## config.mk

```make
export PLATFORM = sky130hd
export DESIGN_NAME = ram_port_arbiter_flat
export DESIGN_NICKNAME = d
export VERILOG_FILES = /design/src/rtl/ram_port_arbiter_pkg.sv /design/src/rtl/ram_port_arbiter_if.sv /design/src/rtl/ram_port_arbiter_refresh_scheduler.sv /design/src/rtl/ram_port_arbiter.sv /design/src/flat_wrapper.sv
export SDC_FILE = /design/constraint.sdc
export NUM_CORES = 1
export LEC_CHECK = 0
export CAP_MARGIN = 20
export CORE_AREA = 2 2 83 101
export CTS_BUF_LIST = sky130_fd_sc_hd__clkbuf_8
export DETAILED_ROUTE_END_ITERATION = 8
export DIE_AREA = 0 0 85 103
export GPL_TIMING_DRIVEN = 0
export PLACE_DENSITY = 0.77
export SYNTH_ARGS = -nofsm -noshare
export SYNTH_HDL_FRONTEND = slang
export SYNTH_HIERARCHICAL = 1
export SYNTH_SLANG_ARGS = --single-unit
```

## constraint.sdc

```tcl
create_clock -name clock -period 2.45 [get_ports clock]
set_input_delay 0.245 -clock clock [delete_from_list [all_inputs] [get_ports clock]]
set_output_delay 0.245 -clock clock [all_outputs]
set_load 0.1 [all_outputs]
```

## src/rtl/ram_port_arbiter_pkg.sv

```systemverilog
// Shared types, default parameters and the fixed-priority/round-robin grant
// decision for the RAM command port arbiter.
package ram_arbiter_pkg;

    localparam int DEFAULT_REFRESH_INTERVAL = 780;
    localparam int DEFAULT_MAX_PENDING      = 8;
    localparam int DEFAULT_URGENT_LEVEL     = 4;

    typedef enum logic [1:0] {
        IDLE,
        ISSUE_BUS,
        ISSUE_VIDEO,
        ISSUE_REFRESH
    } state_t;

    typedef enum logic [1:0] {
        GRANT_NONE,
        GRANT_BUS,
        GRANT_VIDEO,
        GRANT_REFRESH
    } grant_t;

    // last_bus = 1 means the previous bus/video grant went to the bus.
    function automatic grant_t arbitrate(input logic urgent, input logic bus_req,
                                         input logic video_req, input logic last_bus,
                                         input logic any_pending);
        grant_t g;
        g = GRANT_NONE;
        if (urgent)                    g = GRANT_REFRESH;
        else if (bus_req && video_req) g = last_bus ? GRANT_VIDEO : GRANT_BUS;
        else if (bus_req)              g = GRANT_BUS;
        else if (video_req)            g = GRANT_VIDEO;
        else if (any_pending)          g = GRANT_REFRESH;
        return g;
    endfunction

endpackage

```

## src/rtl/ram_port_arbiter_if.sv

```systemverilog
// Bus, video and RAM-controller signals of the arbiter; slave is the
// arbiter side, master is the side of the bus/video/controller agents.
interface ram_port_arbiter_if;
    logic [19:0] address;
    logic [7:0]  internal_data_bus;
    logic        memory_read_n;
    logic        memory_write_n;
    logic        ram_address_select_n;
    logic [7:0]  data_bus_out;
    logic        memory_access_ready;
    logic        video_request;
    logic [19:0] video_address;
    logic        video_acknowledge;
    logic [7:0]  video_read_data;
    logic        ctl_request;
    logic        ctl_write;
    logic        ctl_refresh;
    logic [19:0] ctl_address;
    logic [7:0]  ctl_write_data;
    logic        ctl_acknowledge;
    logic [7:0]  ctl_read_data;
    logic [3:0]  refresh_pending;

    modport slave (
        input  address, internal_data_bus, memory_read_n, memory_write_n,
               ram_address_select_n, video_request, video_address,
               ctl_acknowledge, ctl_read_data,
        output data_bus_out, memory_access_ready, video_acknowledge,
               video_read_data, ctl_request, ctl_write, ctl_refresh,
               ctl_address, ctl_write_data, refresh_pending
    );

    modport master (
        output address, internal_data_bus, memory_read_n, memory_write_n,
               ram_address_select_n, video_request, video_address,
               ctl_acknowledge, ctl_read_data,
        input  data_bus_out, memory_access_ready, video_acknowledge,
               video_read_data, ctl_request, ctl_write, ctl_refresh,
               ctl_address, ctl_write_data, refresh_pending
    );
endinterface

```

## src/rtl/ram_port_arbiter_refresh_scheduler.sv

```systemverilog
// Free-running refresh interval timer and saturating count of owed refreshes.
module refresh_scheduler
    import ram_arbiter_pkg::*;
#(
    parameter int REFRESH_INTERVAL = DEFAULT_REFRESH_INTERVAL,
    parameter int MAX_PENDING      = DEFAULT_MAX_PENDING,
    parameter int URGENT_LEVEL     = DEFAULT_URGENT_LEVEL
) (
    input  logic       clock,
    input  logic       reset_n,
    input  logic       refresh_done_i,
    output logic [3:0] pending_o,
    output logic       urgent_o,
    output logic       any_o
);

    localparam int CW = $clog2(REFRESH_INTERVAL);

    logic [CW-1:0] interval_q;
    logic [3:0]    pending_q;
    logic [3:0]    pending_d;
    logic          wrap;

    assign wrap = (interval_q == CW'(REFRESH_INTERVAL - 1));

    // A credit and a completion in the same cycle cancel out.
    always_comb begin
        pending_d = pending_q;
        if (wrap && !refresh_done_i) begin
            if (pending_q < 4'(MAX_PENDING))
                pending_d = pending_q + 4'd1;
        end else if (!wrap && refresh_done_i && pending_q != 4'd0) begin
            pending_d = pending_q - 4'd1;
        end
    end

    always_ff @(posedge clock or negedge reset_n) begin
        if (!reset_n) begin
            interval_q <= '0;
            pending_q  <= '0;
        end else begin
            interval_q <= wrap ? '0 : interval_q + 1'b1;
            pending_q  <= pending_d;
        end
    end

    assign pending_o = pending_q;
    assign urgent_o  = (pending_q >= 4'(URGENT_LEVEL));
    assign any_o     = (pending_q != 4'd0);

endmodule

```

## src/rtl/ram_port_arbiter.sv

```systemverilog
// Shares the single RAM controller command port between bus cycles, video
// fetches and refresh; holds the bus in wait states until its access completes.
module ram_port_arbiter
    import ram_arbiter_pkg::*;
#(
    parameter int REFRESH_INTERVAL = DEFAULT_REFRESH_INTERVAL,
    parameter int MAX_PENDING      = DEFAULT_MAX_PENDING,
    parameter int URGENT_LEVEL     = DEFAULT_URGENT_LEVEL
) (
    input  logic              clock,
    input  logic              reset_n,
    ram_port_arbiter_if.slave port_if
);

    state_t      state_q;
    logic        last_bus_q;
    logic        bus_done_q;
    logic        bus_abort_q;
    logic        ctl_request_q;
    logic        ctl_write_q;
    logic        ctl_refresh_q;
    logic [19:0] ctl_address_q;
    logic [7:0]  ctl_write_data_q;
    logic [7:0]  data_bus_out_q;
    logic        video_ack_q;
    logic [7:0]  video_data_q;

    logic        bus_active;
    logic        bus_req;
    logic        refresh_done;
    logic        refresh_urgent;
    logic        refresh_any;
    grant_t      grant;

    // Both strobes low at once is not a valid cycle and is treated as idle.
    assign bus_active   = ~port_if.ram_address_select_n &
                          ((~port_if.memory_read_n) ^ (~port_if.memory_write_n));
    assign bus_req      = bus_active & ~bus_done_q;
    assign grant        = arbitrate(refresh_urgent, bus_req, port_if.video_request,
                                    last_bus_q, refresh_any);
    assign refresh_done = (state_q == ISSUE_REFRESH) & port_if.ctl_acknowledge;

    refresh_scheduler #(
        .REFRESH_INTERVAL (REFRESH_INTERVAL),
        .MAX_PENDING      (MAX_PENDING),
        .URGENT_LEVEL     (URGENT_LEVEL)
    ) u_refresh (
        .clock          (clock),
        .reset_n        (reset_n),
        .refresh_done_i (refresh_done),
        .pending_o      (port_if.refresh_pending),
        .urgent_o       (refresh_urgent),
        .any_o          (refresh_any)
    );

    always_ff @(posedge clock or negedge reset_n) begin
        if (!reset_n) begin
            state_q          <= IDLE;
            last_bus_q       <= 1'b0;
            bus_done_q       <= 1'b0;
            bus_abort_q      <= 1'b0;
            ctl_request_q    <= 1'b0;
            ctl_write_q      <= 1'b0;
            ctl_refresh_q    <= 1'b0;
            ctl_address_q    <= '0;
            ctl_write_data_q <= '0;
            data_bus_out_q   <= '0;
            video_ack_q      <= 1'b0;
            video_data_q     <= '0;
        end else begin
            video_ack_q <= 1'b0;
            if (!bus_active)
                bus_done_q <= 1'b0;
            if (state_q == ISSUE_BUS && !bus_active)
                bus_abort_q <= 1'b1;

            if (state_q == IDLE) begin
                case (grant)
                    GRANT_BUS: begin
                        state_q          <= ISSUE_BUS;
                        ctl_request_q    <= 1'b1;
                        ctl_write_q      <= ~port_if.memory_write_n;
                        ctl_refresh_q    <= 1'b0;
                        ctl_address_q    <= port_if.address;
                        ctl_write_data_q <= port_if.internal_data_bus;
                        last_bus_q       <= 1'b1;
                        bus_abort_q      <= 1'b0;
                    end
                    GRANT_VIDEO: begin
                        state_q          <= ISSUE_VIDEO;
                        ctl_request_q    <= 1'b1;
                        ctl_write_q      <= 1'b0;
                        ctl_refresh_q    <= 1'b0;
                        ctl_address_q    <= port_if.video_address;
                        ctl_write_data_q <= '0;
                        last_bus_q       <= 1'b0;
                    end
                    GRANT_REFRESH: begin
                        state_q          <= ISSUE_REFRESH;
                        ctl_request_q    <= 1'b1;
                        ctl_write_q      <= 1'b0;
                        ctl_refresh_q    <= 1'b1;
                        ctl_address_q    <= '0;
                        ctl_write_data_q <= '0;
                    end
                    default: ;
                endcase
            end else if (port_if.ctl_acknowledge) begin
                state_q       <= IDLE;
                ctl_request_q <= 1'b0;
                ctl_write_q   <= 1'b0;
                ctl_refresh_q <= 1'b0;
                // An abandoned bus cycle still completes but must not release
                // a later access or overwrite the held read data.
                if (state_q == ISSUE_BUS && bus_active && !bus_abort_q) begin
                    bus_done_q <= 1'b1;
                    if (!ctl_write_q)
                        data_bus_out_q <= port_if.ctl_read_data;
                end
                if (state_q == ISSUE_VIDEO) begin
                    video_ack_q  <= 1'b1;
                    video_data_q <= port_if.ctl_read_data;
                end
            end
        end
    end

    assign port_if.memory_access_ready = ~bus_req;
    assign port_if.ctl_request         = ctl_request_q;
    assign port_if.ctl_write           = ctl_write_q;
    assign port_if.ctl_refresh         = ctl_refresh_q;
    assign port_if.ctl_address         = ctl_address_q;
    assign port_if.ctl_write_data      = ctl_write_data_q;
    assign port_if.data_bus_out        = data_bus_out_q;
    assign port_if.video_acknowledge   = video_ack_q;
    assign port_if.video_read_data     = video_data_q;

endmodule

```

## src/flat_wrapper.sv

```systemverilog
// flat-port wrapper written by rule: the top's interface ports become plain ports
module ram_port_arbiter_flat import ram_arbiter_pkg::*;
#(
    parameter int REFRESH_INTERVAL = DEFAULT_REFRESH_INTERVAL,
    parameter int MAX_PENDING      = DEFAULT_MAX_PENDING,
    parameter int URGENT_LEVEL     = DEFAULT_URGENT_LEVEL
)
  (clock, reset_n, port_if_address, port_if_internal_data_bus, port_if_memory_read_n, port_if_memory_write_n, port_if_ram_address_select_n, port_if_video_request, port_if_video_address, port_if_ctl_acknowledge, port_if_ctl_read_data, port_if_data_bus_out, port_if_memory_access_ready, port_if_video_acknowledge, port_if_video_read_data, port_if_ctl_request, port_if_ctl_write, port_if_ctl_refresh, port_if_ctl_address, port_if_ctl_write_data, port_if_refresh_pending);
  ram_port_arbiter_if port_if_i ();
  input  logic clock;
  input  logic reset_n;
  input wire logic [$bits(port_if_i.address)-1:0] port_if_address;
  input wire logic [$bits(port_if_i.internal_data_bus)-1:0] port_if_internal_data_bus;
  input wire logic [$bits(port_if_i.memory_read_n)-1:0] port_if_memory_read_n;
  input wire logic [$bits(port_if_i.memory_write_n)-1:0] port_if_memory_write_n;
  input wire logic [$bits(port_if_i.ram_address_select_n)-1:0] port_if_ram_address_select_n;
  input wire logic [$bits(port_if_i.video_request)-1:0] port_if_video_request;
  input wire logic [$bits(port_if_i.video_address)-1:0] port_if_video_address;
  input wire logic [$bits(port_if_i.ctl_acknowledge)-1:0] port_if_ctl_acknowledge;
  input wire logic [$bits(port_if_i.ctl_read_data)-1:0] port_if_ctl_read_data;
  output wire logic [$bits(port_if_i.data_bus_out)-1:0] port_if_data_bus_out;
  output wire logic [$bits(port_if_i.memory_access_ready)-1:0] port_if_memory_access_ready;
  output wire logic [$bits(port_if_i.video_acknowledge)-1:0] port_if_video_acknowledge;
  output wire logic [$bits(port_if_i.video_read_data)-1:0] port_if_video_read_data;
  output wire logic [$bits(port_if_i.ctl_request)-1:0] port_if_ctl_request;
  output wire logic [$bits(port_if_i.ctl_write)-1:0] port_if_ctl_write;
  output wire logic [$bits(port_if_i.ctl_refresh)-1:0] port_if_ctl_refresh;
  output wire logic [$bits(port_if_i.ctl_address)-1:0] port_if_ctl_address;
  output wire logic [$bits(port_if_i.ctl_write_data)-1:0] port_if_ctl_write_data;
  output wire logic [$bits(port_if_i.refresh_pending)-1:0] port_if_refresh_pending;
  assign port_if_i.address = port_if_address;
  assign port_if_i.internal_data_bus = port_if_internal_data_bus;
  assign port_if_i.memory_read_n = port_if_memory_read_n;
  assign port_if_i.memory_write_n = port_if_memory_write_n;
  assign port_if_i.ram_address_select_n = port_if_ram_address_select_n;
  assign port_if_i.video_request = port_if_video_request;
  assign port_if_i.video_address = port_if_video_address;
  assign port_if_i.ctl_acknowledge = port_if_ctl_acknowledge;
  assign port_if_i.ctl_read_data = port_if_ctl_read_data;
  assign port_if_data_bus_out = port_if_i.data_bus_out;
  assign port_if_memory_access_ready = port_if_i.memory_access_ready;
  assign port_if_video_acknowledge = port_if_i.video_acknowledge;
  assign port_if_video_read_data = port_if_i.video_read_data;
  assign port_if_ctl_request = port_if_i.ctl_request;
  assign port_if_ctl_write = port_if_i.ctl_write;
  assign port_if_ctl_refresh = port_if_i.ctl_refresh;
  assign port_if_ctl_address = port_if_i.ctl_address;
  assign port_if_ctl_write_data = port_if_i.ctl_write_data;
  assign port_if_refresh_pending = port_if_i.refresh_pending;
  ram_port_arbiter #(.REFRESH_INTERVAL(REFRESH_INTERVAL), .MAX_PENDING(MAX_PENDING), .URGENT_LEVEL(URGENT_LEVEL)) u_core (.clock(clock), .reset_n(reset_n), .port_if(port_if_i));
endmodule
```

# ---- After elaboration in Yosys (flattened, before gate mapping)
# Cells that the tools add are included.
# W data, S select, Z words.
dict set report op_classes {
  n_bitwise 11
  eq_ne 12
  muxes 33
  n_reduce_logical 31
  magnitude_cmp 2
  n_addsub 3
}
# op count
set ops {}
lappend ops {{$pmux W20 S3} 1}
lappend ops {{$mux W2} 8}
lappend ops {{$pmux W8 S2} 1}
lappend ops {{$reduce_and A2 Y1} 8}
lappend ops {{$mux W1} 15}
lappend ops {{$mux W4} 3}
lappend ops {{$add A10 B1 Y10 const B} 1}
lappend ops {{$eq A10 B10 Y1 const B} 1}
lappend ops {{$mux W10} 1}
lappend ops {{$eq A2 B2 Y1 const B} 4}
lappend ops {{$reduce_bool A2 Y1} 4}
lappend ops {{$logic_and A1 B1 Y1} 7}
lappend ops {{$not A1 Y1} 7}
lappend ops {{$ne A3 B3 Y1 const B} 2}
lappend ops {{$pmux W1 S2} 3}
lappend ops {{$pmux W2 S3} 1}
lappend ops {{$add A4 B1 Y4 const B} 1}
lappend ops {{$eq A2 B1 Y1 const B} 2}
lappend ops {{$ge A4 B3 Y1 const B} 1}
lappend ops {{$logic_not A1 Y1} 4}
lappend ops {{$lt A4 B4 Y1 const B} 1}
lappend ops {{$ne A4 B4 Y1 const B} 1}
lappend ops {{$reduce_and A4 Y1} 1}
lappend ops {{$reduce_bool A4 Y1} 1}
lappend ops {{10 further kinds} 13}
dict set report totals {
  inputBits 63
  wordCells 106
  reg_bits 67
  output_inout_bits 53
}

# ---- Logic depth before layout (Yosys ltp)
dict set report depth {
  ltp_word 11
  ltp_mapped 10
  ltp_nobuf 8
}

# ---- Cells and area by module
# Netlist, hierarchy kept.
# module seq_area_each_um2 n_inst area_each_um2 cells_per_inst
set modules_own_cells {}
lappend modules_own_cells {ram_port_arbiter 1326.3 1 2313.5 211}
lappend modules_own_cells {refresh_scheduler 350.3 1 852.1 82}

# ---- Worst setup path after synthesis
# Ideal clock, no wire load.
dict set report synth_path {
  path_kind {reg-to-reg}
  start {reg u_core.u_refresh.pending_q[0], in the netlist u_core/u_refresh/pending_o[0]}
  end {reg u_core.ctl_address_q[10], in the netlist u_core/port_if.ctl_address[10]}
  path_stages_with_launch 9
  setup_time_ns 0.126
  setup_slack_ns -0.533
  arrival_time_ns 2.857
  path_cell_list {dfrtp_1 or4_4 o32ai_1 ha_1 nor2_1 buf_2 clkbuf_1 a221oi_1 nor2_1}
}
dict set report synth_via {
  elab_chain_len 9
  elab_cells_between_ends 13
}
# element line
set synth_lines {}
lappend synth_lines {{from (decl)} ram_port_arbiter_refresh_scheduler.sv:20} ;# logic [3:0] pending_q;
lappend synth_lines {{from (signal assigned)} ram_port_arbiter_refresh_scheduler.sv:43} ;# pending_q <= pending_d;
lappend synth_lines {{$reduce_bool A4 Y1 (*)} ram_port_arbiter_refresh_scheduler.sv:49} ;# assign any_o = (pending_q != 4'd0);
lappend synth_lines {{named net u_core.refresh_any} ram_port_arbiter.sv:32} ;# logic refresh_any;
lappend synth_lines {{$mux W2 (*)} ram_port_arbiter_pkg.sv:33} ;# else if (any_pending) g = GRANT_REFRESH;
lappend synth_lines {{$mux W2 (*)} ram_port_arbiter_pkg.sv:32} ;# else if (video_req) g = GRANT_VIDEO;
lappend synth_lines {{$mux W2 (*)} ram_port_arbiter_pkg.sv:31} ;# else if (bus_req) g = GRANT_BUS;
lappend synth_lines {{$mux W2 (*)} ram_port_arbiter_pkg.sv:30} ;# else if (bus_req && video_req) g = last_bus ? GRANT_VIDEO : GRANT_BUS;
lappend synth_lines {{$mux W2 (*)} ram_port_arbiter_pkg.sv:29} ;# if (urgent) g = GRANT_REFRESH;
lappend synth_lines {{$eq A2 B1 Y1 / $eq A2 B2 Y1 (equally long branches)} ram_port_arbiter.sv:78} ;# case (grant)
lappend synth_lines {{$reduce_bool A3 Y1 (no line)} -}
lappend synth_lines {{$reduce_and A2 Y1 (no line)} -}
lappend synth_lines {{to (signal assigned)} ram_port_arbiter.sv:84} ;# ctl_address_q <= port_if.address;
lappend synth_lines {{to (signal assigned)} ram_port_arbiter.sv:94} ;# ctl_address_q <= port_if.video_address;
lappend synth_lines {{to (decl)} ram_port_arbiter.sv:22} ;# logic [19:0] ctl_address_q;
# Mark *: on every way through the listed nets, which the timed path passes. The rest lies on a longest branch.
# A chain may end at the register's enable or synchronous reset.

# ---- Final worst setup path
dict set report layout_path {
  start {reg u_core.u_refresh.pending_q[0], in the netlist u_core/u_refresh/pending_o[0]}
  end {reg u_core.ctl_refresh_q, in the netlist u_core/port_if.ctl_refresh}
}
dict set report layout_via {
  elab_chain_len 10
  elab_cells_between_ends 15
}
# element line
set layout_lines {}
lappend layout_lines {{$reduce_bool A4 Y1 (*)} ram_port_arbiter_refresh_scheduler.sv:49}
lappend layout_lines {{named net u_core.refresh_any} ram_port_arbiter.sv:32}
lappend layout_lines {{$mux W2 (*)} ram_port_arbiter_pkg.sv:33}
lappend layout_lines {{$mux W2 (*)} ram_port_arbiter_pkg.sv:32}
lappend layout_lines {{$mux W2 (*)} ram_port_arbiter_pkg.sv:31}
lappend layout_lines {{$mux W2 (*)} ram_port_arbiter_pkg.sv:30}
lappend layout_lines {{$mux W2 (*)} ram_port_arbiter_pkg.sv:29}
lappend layout_lines {{$eq A2 B1 Y1 / $eq A2 B2 Y1 (equally long branches)} ram_port_arbiter.sv:78}
lappend layout_lines {{$reduce_or A2 Y1 (no line)} -}
lappend layout_lines {{$pmux W1 S2 / $ne A3 B3 Y1 (equally long branches)} -}
lappend layout_lines {{$mux W1 / $reduce_and A2 Y1 (equally long branches)} -}
lappend layout_lines {{to (signal assigned)} ram_port_arbiter.sv:83} ;# ctl_refresh_q <= 1'b0;
lappend layout_lines {{to (signal assigned)} ram_port_arbiter.sv:93} ;# ctl_refresh_q <= 1'b0;
lappend layout_lines {{to (signal assigned)} ram_port_arbiter.sv:102} ;# ctl_refresh_q <= 1'b1;
lappend layout_lines {{to (decl)} ram_port_arbiter.sv:21} ;# logic ctl_refresh_q;
# Marked as above.

==> impl_metrics.py <==
metrics = {
    "finish": {
        "diodes": 0,
        "fin_nets": 502,
        "final_cell_mix": "clkdlybuf4s50_1, dfrtp_1, nor2_1",
        "mostFrequentLayoutCell": "clkdlybuf4s50_1",
        "layout-drive-gt1-share_pct": 25.2,
        "n_fill_cell": 590,
        "area_growth_pct": 61.7,
    },
    "logic_synthesis": {
        "synth_top_cell_area_share_pct": 53.0,
        "synth_ff_type": "dfrtp_1",
        "syn_nets": 364,
        "post-synth-top-area-cell": "dfrtp_1",
        "synth_area_leaders": "dfrtp_1, nor2_1, mux2_2",
        "synth_edf_count": 0,
        "synthCells": 293,
        "ys_warn_count": 6,
        "ys_seq_area_share_pct": 53.0,
        "ys_ff_latch": 67,
        "yosysUniqueCellTypes": 53,
        "postSynth.asyncResetShare_pct": 100,
        "syn_avg_cell_area_um2": 10.8,
        "synth_area_um2": 3170,
    },
    "global_routing": {
        "grt_first_pass_wirelength_um": 12800,
        "grt-ovfl-total": 0,
        "grt_max_degree": 68,
        "antenna_found_initial": 0,
        "grt_pass1_vias": 2727,
        "grt_util_all_layers_pct": 18.4,
    },
    "setup_path": {
        "r2r_end": "u_core/port_if.ctl_refresh",
        "arrival_ps": 2640,
        "path_max_fanout": 4,
        "worstReg2RegStart": "u_core/u_refresh/pending_o[0]",
        "critical_path_buf_inv_count": 0,
        "crit_chain": "or4_4 > o32ai_4 > ha_4 > or3_4 > a32o_1",
        "reg2reg_depth": 5,
        "end_kind": "flip-flop",
        "slowest_stage": "or4_4",
        "critPathMaxStageDelay_ps": 600,
        "critical_path_class": "reg -> reg",
        "worstSetupStartpointType": "flip-flop",
        "path_delay_family": "simple AND/OR/NAND/NOR gates",
        "critPathRequiredTime_ps": 2680,
        "r2r_slack_ps": 40,
    },
    "floorplan": {
        "die_area_um2": 8760,
        "pin_count": 116,
        "start_util_pct": 40.2,
        "core-area_um2": 7880,
        "rows": 36,
        "die-width_um": 85,
        "die_h_um": 103,
    },
    "clock_tree": {
        "numCtsBuffers": 9,
        "ctsHoldBuffers": 0,
        "clk_path_buf_depth": 2,
        "clock_latency_ps": 340,
        "htreeDepth": 3,
        "root_buffer": "clkbuf_8",
        "cts_sinks": 67,
        "cts_tree": "yes",
        "clk_pin_slew_ps": 70,
    },
    "drt": {
        "totalWireLength_um": 8060,
        "drc": 0,
        "ant_nets": 0,
        "drtPass1Iterations": 4,
        "drt-vias-per-instance": 5.18,
        "first_iter_violations": 110,
        "vias": 2751,
        "routedWlPerCell_um": 15.2,
    },
    "timing": {
        "setup_violations": 0,
        "slew_violations": 0,
        "maxSlewHeadroom_pct": 32.7,
        "holdWs_ps": -4.27,
        "fmax_ghz": 0.415,
        "finalCriticalPeriod_ps": 2410,
        "hold_violations": 4,
        "clock_skew_ps": 7.72,
        "fin_crit_sh_pct": 98.3,
        "worstMarginPinSlew_ps": 1010,
        "finalWorstSetupSlack_ps": 41.8,
        "rsz0062_at_grt": "true",
    },
    "outcome": {
        "status": "finished with violations",
        "violations": "negative hold slack",
    },
    "run": {
        "maxCapViolCount": 0,
    },
    "placed_design": {
        "port-buffer-count": 115,
        "gp_congestion": 0.777,
        "post-place-ws_ps": -769,
        "hpwl_um": 5720,
    },
    "min_path": {
        "hold_path.class": "in -> async",
    },
}
repair_timing:
item                       in CTS  in global routing
setup buffers                   5                  5
gates cloned                    1                  1
setup endpoints to repair      34                 32
hold endpoints to repair        0                  0
pin swaps                       3                 10
resized for setup              13                 41
state kept, by name (all words and copies together) (netlist names):
name	cells
u_core/port_if.data_bus_out	8
u_core/port_if.ctl_write	1
u_core/last_bus_q	1
u_core/u_refresh/pending_o	4
u_core/port_if.ctl_address	20
u_core/port_if.ctl_request	1
u_core/u_refresh/interval_q	10
u_core/state_q	2
u_core/port_if.ctl_write_data	8
u_core/port_if.ctl_refresh	1
u_core/bus_done_q	1
u_core/bus_abort_q	1
u_core/port_if.video_acknowledge	1
u_core/port_if.video_read_data	8
through the flow:
stage | util, % | instances | instance area, um^2 | hold slack [ps] | TNS [ps]
3_5_place_dp | 58.2 | 503 | 4590 | 407 | -21230
3_3_place_gp | 58.3 | 503 | 4590 | 449 | -90170
6_report | 64.9 | 531 | 5120 | -4.27 | 0
4_1_cts | 62.6 | 525 | 4940 | 32.0 | -7.74
2_1_floorplan | - | 293 | 3320 | -50.6 | -456
5_1_grt | 64.9 | 531 | 5120 | 61.6 | -370
Yosys cell counts (all sizes together) (7+ instances only):
master / instances
nand2: 24
nand3: 16
dfrtp: 67
xnor2: 7
ha: 7
mux2: 18
a221oi: 20
clkbuf: 7
inv: 7
buf: 8
nor2: 52
how the worst max path moves through the flow:
stage | start | end | slack [ps] | cells after the start
CTS | u_core/u_refresh/pending_o[3] | u_core/port_if.ctl_address[1] | -8 | 7
finish | u_core/u_refresh/pending_o[0] | u_core/port_if.ctl_refresh | 40 | 5
global placement | reset_n | u_core/u_refresh/pending_o[0] | -1510 | 1
global route | u_core/u_refresh/pending_o[0] | u_core/port_if.ctl_address[10] | -50 | 8
detailed placement | port_if_memory_write_n | u_core/port_if.ctl_address[3] | -770 | 9
floorplan | u_core/u_refresh/pending_o[0] | u_core/port_if.ctl_refresh | -70 | 5
metal layers:
metal	wire length, um	GRT usage, %	vias to the layer above
li1	-	-	1330
met1	3260	21.5	1344
met2	4320	32.7	65
met3	337	3.84	12
met4	150	7.94	0
met5	0	0	-
area by class of cell:
class                      count  area, um^2  area share (%)
sequential                    67        1690            33.0
inverter                       7        26.3           0.513
clock inverter                 5        83.8            1.64
multi-input combinational    204        1680            32.7
tap                           95         119            2.32
buffer                        15         131            2.57
timing repair buffer         127        1240            24.3
clock buffer                  11         151            2.96
kinds of logic after synthesis:
kind of cell | synth area share (%)
multiplexers | 7.15
flip-flops | 53.0
AO/OA/AOI/OAI | 10.9
XOR/XNOR | 2.73
buffers and inverters | 3.20
AND/OR/NAND/NOR | 19.6
adder cells (fa/ha/maj) | 3.40
Power is left out: the tool's default activity adds up to more than one toggle a clock period on the data nets, which glitch-free logic cannot reach.
